==> config.mk <==
export PLATFORM = sky130hd
export DESIGN_NAME = clk_measure
export DESIGN_NICKNAME = d
export VERILOG_FILES = /design/src/rtl/clk_measure_pkg.sv /design/src/rtl/sync_edge_detect.sv /design/src/rtl/clk_measure.sv
export SDC_FILE = /design/constraint.sdc
export NUM_CORES = 1
export LEC_CHECK = 0
export CORE_AREA = 2 2 152 154
export CTS_BUF_LIST = sky130_fd_sc_hd__clkbuf_2
export CTS_CLUSTER_DIAMETER = 50
export DETAILED_ROUTE_END_ITERATION = 7
export DIE_AREA = 0 0 154 156
export HOLD_SLACK_MARGIN = 0.15
export PLACE_DENSITY = 0.7
export SETUP_SLACK_MARGIN = 0.02
export SLEW_MARGIN = 20
export SYNTH_ARGS = -nofsm -noshare
export SYNTH_HDL_FRONTEND = slang
export SYNTH_SLANG_ARGS = --single-unit
==> constraint.sdc <==
create_clock -name clk_in -period 13.6 [get_ports clk_in]
set_clock_uncertainty 0.1 [all_clocks]
set_input_delay 2.72 -clock clk_in [delete_from_list [all_inputs] [get_ports clk_in]]
set_output_delay 2.72 -clock clk_in [all_outputs]
set_load 0.05 [all_outputs]
==> src/rtl/clk_measure_pkg.sv <==
// Shared types and constants for the clock measurement block.
// Holds the FSM state encoding and the default counter width, which is the
// same width used for the clock divider's divisor.
package clk_measure_pkg;

    localparam int DEFAULT_WIDTH = 32;

    typedef enum logic [1:0] {
        IDLE = 2'd0,
        ARM  = 2'd1,
        MEAS = 2'd2
    } meas_state_t;

endpackage

==> src/rtl/sync_edge_detect.sv <==
// Synchronizes an asynchronous level into the local clock domain and flags edges.
// Ports: clk/rst (async active-high), sig (async input), rise/fall (one-cycle
// pulses, combinational from the last sync stage and a history flop).
module sync_edge_detect #(
    parameter int SYNC_STAGES = 2
) (
    input  logic clk,
    input  logic rst,
    input  logic sig,
    output logic rise,
    output logic fall
);

    logic [SYNC_STAGES-1:0] sync_q;
    logic                   hist;

    always_ff @(posedge clk or posedge rst) begin
        if (rst) begin
            sync_q <= '0;
            hist   <= 1'b0;
        end else begin
            sync_q <= {sync_q[SYNC_STAGES-2:0], sig};
            hist   <= sync_q[SYNC_STAGES-1];
        end
    end

    assign rise = sync_q[SYNC_STAGES-1] & ~hist;
    assign fall = ~sync_q[SYNC_STAGES-1] & hist;

endmodule

==> src/rtl/clk_measure.sv <==
// Measures period and high time of a slow asynchronous clock in clk_in cycles.
// Ports: clk_in/reset (async active-high), clk_sig (measured clock), start/timeout
// (request and abort limit), busy/valid/timed_out (status), period/high_time (results).
module clk_measure
    import clk_measure_pkg::*;
#(
    parameter int WIDTH       = DEFAULT_WIDTH,
    parameter int SYNC_STAGES = 2
) (
    input  logic             clk_in,
    input  logic             reset,
    input  logic             clk_sig,
    input  logic             start,
    input  logic [WIDTH-1:0] timeout,
    output logic             busy,
    output logic             valid,
    output logic             timed_out,
    output logic [WIDTH-1:0] period,
    output logic [WIDTH-1:0] high_time
);

    meas_state_t      state;
    meas_state_t      state_nxt;
    logic             rise;
    logic             fall;
    logic             done;
    logic             abort;
    logic [WIDTH-1:0] cnt;
    logic [WIDTH-1:0] tcnt;
    logic [WIDTH-1:0] tcnt_inc;
    logic [WIDTH-1:0] hi_cnt;
    logic             fall_seen;

    sync_edge_detect #(
        .SYNC_STAGES(SYNC_STAGES)
    ) u_edge (
        .clk  (clk_in),
        .rst  (reset),
        .sig  (clk_sig),
        .rise (rise),
        .fall (fall)
    );

    assign tcnt_inc = tcnt + 1'b1;
    assign busy     = (state != IDLE);

    always_ff @(posedge clk_in or posedge reset) begin
        if (reset) begin
            state <= IDLE;
        end else begin
            state <= state_nxt;
        end
    end

    always_comb begin
        state_nxt = state;
        done      = 1'b0;
        abort     = 1'b0;
        case (state)
            IDLE: if (start) state_nxt = ARM;
            ARM:  if (rise)  state_nxt = MEAS;
            MEAS: begin
                if (rise) begin
                    state_nxt = IDLE;
                    done      = 1'b1;
                end
            end
            default: state_nxt = IDLE;
        endcase
        // A completing rise on the timeout cycle still reports a result.
        if ((state != IDLE) && !done && (timeout != '0) && (tcnt_inc == timeout)) begin
            state_nxt = IDLE;
            abort     = 1'b1;
        end
    end

    always_ff @(posedge clk_in or posedge reset) begin
        if (reset) begin
            cnt       <= '0;
            tcnt      <= '0;
            hi_cnt    <= '0;
            fall_seen <= 1'b0;
            period    <= '0;
            high_time <= '0;
            valid     <= 1'b0;
            timed_out <= 1'b0;
        end else begin
            valid     <= done;
            timed_out <= abort;
            case (state)
                IDLE: begin
                    if (start) tcnt <= '0;
                end
                ARM: begin
                    tcnt <= tcnt_inc;
                    if (rise) begin
                        cnt       <= WIDTH'(1);
                        fall_seen <= 1'b0;
                    end
                end
                MEAS: begin
                    tcnt <= tcnt_inc;
                    if (cnt != '1) cnt <= cnt + 1'b1;
                    // High time is held privately so an abort leaves the
                    // published results untouched.
                    if (fall && !fall_seen) begin
                        hi_cnt    <= cnt;
                        fall_seen <= 1'b1;
                    end
                    if (done) begin
                        period    <= cnt;
                        high_time <= fall_seen ? hi_cnt : cnt;
                    end
                end
                default: ;
            endcase
        end
    end

endmodule

After elaboration in Yosys (flattened, before gate mapping)
Index checks and enable logic that the tools add are counted.
Widths: inputs -> output; s select.

word-level totals
  output and inout bits = 67
  bits in registers = 168
  word-level logic and storage cells = 63
  input port bits = 36

operators by class
  muxes and demuxes = 17
  bitwise gates (word level) = 4
  add/subtract/negate cells = 2
  reductions and logical operators = 18
  equal/unequal tests = 11

operators by type and width
  cell                   number
  $mux 32                4
  $pmux 32 s2            2
  $add 32x1->32 const B  2
  $eq 32x32->1           1
  $ne 32x32->1 const B   1
  $reduce_bool 32->1     1
  $ne 3x3->1 const B     3
  $reduce_and 3->1       3
  $mux 2                 4
  $ne 2x2->1 const B     4
  $pmux 2 s3             1
  $reduce_and 2->1       3
  $reduce_bool 2->1      3
  $mux 1                 5
  $logic_and 1x1->1      4
  $and 1x1->1            2
  $eq 2x1->1 const B     1
  $eq 2x2->1 const B     1
  $logic_not 1->1        2
  $logic_not 2->1        1
  $not 1->1              2
  $pmux 1 s2             1
  $reduce_or 2->1        1

Logic depth before layout (Yosys ltp)
Gate-level depths: netlist of the first run.

  depth after elaboration = 10
  mapped depth = 11
  mapped depth without buffers = 9

By module
A second synthesis of the first run with hierarchy kept.

second synthesis, totals
  cells, all modules = 907
  area, all modules = 8893.5 sq um

by module, submodules not included
  module            cells an instance  area an instance (sq um)  seq. area each (sq um)  times used
  clk_measure       901                8799.7                    4129.0                  1
  sync_edge_detect  6                  93.8                      75.1                    1

Worst setup path after synthesis of the first run
Ideal clock, no wire load.

  path kind = in2reg
  start point = input port timeout[24]
  end point = register state[0]
  buffers on the path = 0
  stages = 8
  library setup time = 0.107 ns
  data arrival time = 4.576 ns
  data required time = 13.393 ns
  setup slack = 8.817 ns
  cells stage by stage = xor2_1 a222oi_1 nand2_1 a2111oi_0 and4b_1 nand4_1 mux2_4 a2111oi_4

on the way
  cells in the longest elaborated chain, start to end = 5
  elaborated cells between the ends (all ways) = 9
  those cells by class = 4 x eq/ne; 1 x mux; 4 x reduce/logical

ends and longest elaborated chain
  item                        line               source
  start, declared             clk_measure.sv:14  input logic [WIDTH-1:0] timeout,
  $reduce_bool 32->1          clk_measure.sv:71  if ((state != IDLE) && !done && (timeout != '0) && (tcnt_inc == timeout)) begin
  $logic_and 1x1->1           clk_measure.sv:71
  $logic_and 1x1->1 *         clk_measure.sv:71
  $ne 3x3->1 (no line)        --
  $reduce_and 3->1 (no line)  --
  end signal, assigned        clk_measure.sv:51  state <= state_nxt;
  end, declared               clk_measure.sv:22  meas_state_t state;

Mark *: on every way between the ends. The rest lies on a longest branch, timed or not.
A chain may end at the register's enable or synchronous reset.

Worst setup path after layout of the first run
  start point = register state[0]
  end point = output port busy

on the way
  cells in the longest elaborated chain, start to end = 1

ends and longest elaborated chain
  item               line               source
  $reduce_bool 2->1  clk_measure.sv:45  assign busy = (state != IDLE);
  end, declared      clk_measure.sv:15  output logic busy,

No other way between the ends.

==> results of run 1 <==
## per-stage QoR
stage	setup WS, ps	instance area, sq um	util [%]	power [uW]
floorplan	6230	8810	-	789
global placement	8140	10000	44.8	880
detailed placement	8000	10000	44.8	888
CTS	8000	10300	45.9	1170
global route	7970	10300	45.9	1220
finish	8140	10300	45.9	1150
## report_power, final
group | total [uW] | switching [uW] | internal [uW]
combinational | 311 | 195 | 116
clock | 275 | 200 | 75.3
sequential | 565 | 44.0 | 521
## state kept, by name, summed over array words and instances, names as in the netlist
signal and flops:
cnt 32, hi_cnt 32, high_time 32, period 32
tcnt 32, state 2, u_edge.sync_q 2, fall_seen 1
timed_out 1, u_edge.hist 1, valid 1
## worst register-to-register path, cell delays in order (launching register included)
cell and delay, ps:
dfrtp_1 510, inv_1 90, ha_1 190, buf_4 200, nand2_4 690, nand4_1 290
a2111oi_0 730, and4b_1 290, nand4_1 140, mux2_4 350, a2111oi_4 310
## layout by cell type (no fill, tap or decap), drive strengths merged, types with 8 or more instances in the layout
cell,n
a21oi,9
buf,8
nor2,56
nand2,182
nand4,22
nand3,30
and3,17
xnor2,39
mux2i,40
o21ai,94
inv,20
xor2,24
dfrtp,168
mux2,40
clkbuf,17
o31ai,20
nor3,19
nor4,17
clkdlybuf4s50,102
## cell usage after synthesis (3+ instances only)
cell	count	area (sq um)
a21o_1	7	52.6
a21oi_1	9	45.0
a31oi_1	4	25.0
and2_1	5	31.3
and3_1	13	81.3
and3_2	4	30.0
buf_1	4	15.0
buf_4	4	30.0
clkbuf_1	40	150
clkbuf_8	3	41.3
dfrtp_1	168	4200
ha_1	6	75.1
inv_1	10	37.5
mux2_2	39	439
mux2i_1	40	400
nand2_1	182	683
nand2b_1	3	18.8
nand3_1	29	145
nand4_1	21	131
nor2_1	56	210
nor2b_1	4	25.0
nor3_1	19	95.1
nor4_1	16	100
o21ai_0	94	470
o31ai_1	20	150
o41ai_1	3	26.3
or3_1	5	31.3
or4_1	3	22.5
xnor2_1	38	333
xor2_1	24	210
## cells by family (layout without fill, tap and decap cells)
group | after synthesis | count (layout)
adders and majority gates | 6 | 6
other | 0 | 1
buffers and inverters | 65 | 153
DFF | 168 | 168
and+or+nand+nor | 385 | 385
AOI/OAI and AO/OA | 157 | 157
xor gates and xnor gates | 63 | 63
muxes | 80 | 80
## area by class of cell
class	count	area share (%)
flip-flops and latches	168	40.9
diodes	1	0.0244
repair buffers	110	10.5
multi-input cells	691	42.2
inverters	11	0.451
clock buffers	17	0.828
well taps	285	3.47
clock inverters	15	1.55
## final timing paths
path                                  start                to  slack, ps
min in group asynchronous             reset     high_time[23]       2430
max in group asynchronous             reset         fall_seen       9560
max                                state[0]              busy       8140
min                        u_edge.sync_q[0]  u_edge.sync_q[1]        280
min reg2reg                u_edge.sync_q[0]  u_edge.sync_q[1]        280
max reg2reg                        state[0]          state[0]       9630
## metal layers
layer | global-route usage (%) | up-vias | part of all wire, %
li1 | - | 3402 | -
met1 | 22.3 | 3263 | 46
met2 | 30.2 | 152 | 49
met3 | 2.89 | 22 | 3.9
met4 | 5.79 | 0 | 1.7
met5 | 0 | - | 0
==> impl_summary.md, run 1 <==
CTS
The clock edge transition at the registers on the reported setup and hold paths is 270 ps. In this run the deepest clock path goes through 2 buffers. In this run the number of H-tree levels came out at 4. The tree is rooted in a clkbuf_2. TritonCTS built the clock tree.

The post-cts repair resize count is 0. For this design, the sink count on the clock tree is 168. The total CTS buffers is 17. After clock tree synthesis, the flow added hold-fix buffers numbering 0. The number of setup buffers added after CTS is 0. The clock latency reported for the late side of the worst-skew pair is 740 ps.

Synth
After synthesis, the share of cell area in mux cells is 9.70%. The area share of xor/xnor cells in the synthesized design is 6.35%. The compound-cell area share of the yosys netlist is 11.0%.

The cell count after synthesis came out at 924. The share of async-settable or async-resettable flops after synthesis is 100%. Of the total synthesized cell area, the portion taken by AND, OR, NAND and NOR gates is 21.0%. The number of distinct library cells after synthesis is 71. The count of state elements after synthesis is 168. For this run, the number of Yosys warnings is 0. After synthesis, the largest family of logic cells by area is simple AND/OR/NAND/NOR gates. Summing the areas of all fa, ha and maj instances in the mapped netlist gives 0.852% of the synthesized area. Yosys mapped a number of flops with a built-in enable equal to 0. The number of nets handed over by synthesis was 966. For this run, the leading register cell type out of synthesis is dfrtp_1. The mapped netlist covers 8810 sq um. The sequential cell area fraction in the yosys report is 47.7%.

The average footprint of a synthesized cell is 9.53 sq um.

Critical path
The worst setup path is captured at an output pin. The depth of the worst register-to-register path is 10. The kind of start point of the critical path is a flop. The critical path depth in cells is 4. The maximum fanout encountered on the critical timing path is 6.

Traced cell by cell, the critical path runs through inv_1 -> ha_1 -> inv_1 -> clkdlybuf4s50_1. On the critical path, the stage with the largest delay is an instance of clkdlybuf4s50_1. The cell occurring most often along the worst timing path is inv_1. The category of the most critical setup path is flop to output pin. The data required time of the critical path is 10,780 ps.

The combined buffer and inverter count along the critical path is 3. The family of cells with the greatest summed delay on the critical path is buffers and inverters. For this run, the slowest stage of the critical path takes 830 ps.

The arrival time of the worst setup path is 2640 ps.

Die
The die width is 154 um. The number of rows created at floorplan is 55. The floorplan step defined a core boundary enclosing 22,400 sq um. The chip height is 156 um. The total I/O pin count is 103. The starting utilization of the core area is 39.4%. The die area is 24,000 sq um.

Place
Detailed placement ended at an HPWL of 14,300 um. The placer's final routability congestion estimate is 0.886. The placed instance count is 1,265. Port buffering added 102 buffers.

Cells and area
In the final layout, flip-flops and latches occupy 4210 sq um. The share of layout cells above drive strength 1 is 11.0%. The area growth from synthesis to layout is 16.6%. For this run, the number of standard cells in the final layout without fillers is 1,298. The number of nets in the layout is 1,041. The number of filler cells placed in the layout is 2,136. The total area of multi-input combinational cells is 4340 sq um.

Power and ir drop
The analysis attributes to cell leakage a power of 0.00442 uW. The maximum resistive drop on vdd is 66.1 uV. Dividing total power by cell area gives a power density of 112 nW/um^2.

Routing
The total routed wirelength is 20,500 um. The first-iteration detailed-routing DRC count is 358. The first-pass detailed-route iteration total is 5. The total vias in the final route is 6,839. Dividing the detail-routed via count by the number of cells gives 5.27.

The count of nets left with antenna violations once routing finished came out at 0. The post-route DRC violation count is 0. The routed length per placed instance is 15.8 um.

STA
The max-slew violation count is 0. For this run, the top clock speed supported by timing is 183 MHz. Setup violations remaining at the end of the flow were counted as 0.

The summed negative setup slack over all endpoints is 0 ps. The final critical-path required period is 5460 ps. The worst hold margin is 282 ps. Headroom to the max-slew limit came out at 25.1%. Setup repair after global routing left no endpoint under its margin. After layout, the worst path uses 40.2% of the clock period. The final count of hold timing violations is 0. The transition time of the tightest slew-check pin is 1120 ps.

Global routing
The number of global-route vias before repair was 6,625. Entering global routing, the biggest net connects 103 pins. The first global-routing pass estimated 33,500 um of wire. The overall global routing resource usage is 17.4%. The total overflow left after global routing is 0. The number of antenna violations at the first check in global routing is 1.

Job
The tool flagged a number of max-cap violations equal to 0.

Status
The run finished with clean final reports.

Min path
The worst hold path was traced through 0 stages. The path class of the tightest hold or removal check is flop to flop.
Note: power is estimated with default switching activity, not from simulation.
==> run 2, diff against run 1 <==
- clock period: 13.6 -> 5.4 ns (I/O delays scaled with it)
==> impl_summary.md, run 2 (synthesized netlist as in run 1, its figures left out) <==
Cells and area
The area growth from synthesis to layout is 16.4%. The most frequent standard cell in the layout excluding fill and tap cells is nand2_1. The fraction of the core area covered by cells at the end of the flow is 45.8% (-0.084 points).

The share of layout cells above drive strength 1 was 10.7% (-0.22 points). The number of nets in the layout is 1,043 (+0.19%). The top cell types in the final layout, fill and taps aside, are nand2_1 (181), dfrtp_1 (167), clkdlybuf4s50_1 (102), o21ai_0 (94), nor2_1 (56).

Critical path
The combined buffer and inverter count along the critical path is 3 (unchanged). The cell at the slowest stage of the critical path is clkdlybuf4s50_1. The endpoint class of the critical path is an output pin.

The critical path depth in cells is 4 (unchanged). The reg-to-reg critical path startpoint is tcnt[5]. The data required time of the critical path came to 4220 ps (-6560 ps). The kind of start point of the critical path is a flop. The depth of the worst register-to-register path came to 8 (-2). The largest incremental delay on the critical path is 830 ps (about the same). The arrival time of the worst setup path is 2650 ps (about the same).

Traced cell by cell, the critical path runs through inv_1 -> ha_1 -> inv_1 -> clkdlybuf4s50_1. The kind of cell with the highest combined delay along the critical path is buffers and inverters. The category of the most critical setup path is flop to output pin. The maximum fanout encountered on the critical timing path is 6 (unchanged).

The launching element of the worst setup path is state[0]. The cell occurring most often along the worst timing path is inv_1.

Power and ir drop
The total power divided by cell area is 276 nW/um^2 (+150%). The maximum resistive drop on vdd is 176 uV (+170%). The reported leakage power came to 0.00441 uW (-0.16%).

Die
The number of rows created at floorplan is 55 (unchanged). The starting utilization of the core area is 39.4% (unchanged). The die area is 24,000 sq um (unchanged).

The die width was 154 um (unchanged). The chip height is 156 um (unchanged). The area of the core is 22,400 sq um (unchanged). The total I/O pin count was 103 (unchanged).

Routing
The number of nets still failing antenna checks after routing was 0 (unchanged). The total vias in the final route is 6,953 (+1.7%). The post-route DRC violation count is 0 (unchanged). The first-iteration detailed-routing DRC count is 435 (+22%).

The routed length per placed instance is 16.0 um (+1.1%). The via density per instance is 5.35 (+1.5%). The total routed wirelength was 20,700 um (+1.3%). The first-pass detailed-route iteration total is 7 (+2).

Global routing
The maximum number of pins on one net before global-route repair was 169 (+64%). The number of global-route vias before repair is 6,630 (+0.075%). The number of antenna violations at the first check in global routing is 1 (unchanged). The leftover overflow at the end of global routing is 0 (unchanged). The overall global routing resource usage is 17.7% (+0.31 points). The global-route wire length before repair is 34,400 um (+2.8%).

Min path
The startpoint identified for the worst hold timing path is u_edge.sync_q[0]. The depth of the worst hold-timing path came to 0 (unchanged). The worst hold-check path type is flop to flop.

STA
The total setup violations reported at the end of the flow is 0 (unchanged). The maximum achievable frequency is 261 MHz. The final count of hold timing violations was 0 (unchanged). The routed design could run at a clock period as short as 3830 ps. The summed negative setup slack over all endpoints came to 0 ps (unchanged). The max-slew violation count came to 0 (unchanged).

Setup repair after global routing left no endpoint under its margin. The transition time of the tightest slew-check pin was 1100 ps (-24.7 ps). The worst slew slack as a fraction of its limit is 26.8% (+1.6 points). The worst path uses 71.0% of the clock period.

CTS
The post-cts repair resize count is 0 (unchanged). The count of hold-fix buffers inserted at cts is 0 (unchanged). The total clock sinks is 168 (unchanged). The CTS H-tree depth was 4 (unchanged). The number of setup buffers added after CTS is 0 (unchanged).

The clock latency reported for the late side of the worst-skew pair is 750 ps (about the same). TritonCTS built the clock tree. The tree is rooted in a clkbuf_2.

The total CTS buffers is 17 (unchanged). The number of buffers on the longest clock path is 2 (unchanged). The clock edge transition at the registers on the reported setup and hold paths is 280 ps (about the same).

Place
The number of buffers inserted by port buffering is 102 (unchanged). The placed wire-length estimate is 14,300 um (about the same). The placer's final routability congestion estimate is 0.903 (+1.9%).

Status
The run finished with clean final reports.

Job
The total of max-cap violations came to 0 (unchanged).
run 2: cell types whose count changed in the layout (fill, tap and decap cells not counted), sizes merged:
cell,before,now
clkbuf,17,18
inv,20,17
bufinv,1,0
clkinv,4,7
buf,8,10
run 2: through the flow:
| stage | power (uW) | setup slack [ps] | cell area [sq um] | cells | hold WS [ps] |
|---|---|---|---|---|---|
| 5_1_grt | 3010 | 1330 | 10300 | 1300 | 306 |
| 6_report | 2830 | 1570 | 10300 | 1300 | 289 |
| 3_3_place_gp | 2230 | 1540 | 10000 | 1267 | 240 |
| 4_1_cts | 2870 | 1440 | 10300 | 1299 | 293 |
| 2_1_floorplan | 1990 | 2080 | 8810 | 924 | 231 |
| 3_5_place_dp | 2240 | 1480 | 10000 | 1267 | 247 |
run 2: report_power, final:
group	internal [uW]	leakage (uW)	switching, uW	total (uW)
combinational	293	0.00196	492	785
sequential	1310	0.00232	110	1420
clock	138	0.000132	485	622
total	1740	0.00441	1090	2830
run 2: final timing paths:
| path | slack (ps) | end |
|---|---|---|
| hold reg to reg | 290 | u_edge.sync_q[1] |
| setup / recovery | 1570 | busy |
| max in group asynchronous | 3650 | period[30] |
| min in group asynchronous | 790 | high_time[3] |
| setup reg to reg | 2020 | state[0] |
| hold / removal | 290 | u_edge.sync_q[1] |
run 2: worst reg2reg max path, delay by kind of cell (launching register included):
kind            cells  cell delay (ps)
flops               1              550
simple gates        5             1770
compound gates      1              320
mux                 1              350
xor+xnor            1              220
run 2: cell type report:
class	instances	area (sq um)
Antenna cell	1	2.50
Clock buffer	18	90.1
Clock inverter	14	115
Fill cell	2107	12100
Inverter	11	45.0
Multi-Input combinational cell	691	4330
Sequential cell	168	4210
Tap cell	285	357
Timing Repair Buffer	112	1110
run 2: layer usage:
metal	GRT usage, %	vias to the layer above	routed length [um]
li1	-	3412	-
met1	23.7	3351	9570
met2	29.3	167	9940
met3	3.67	23	928
met4	5.03	0	296
met5	0	-	0
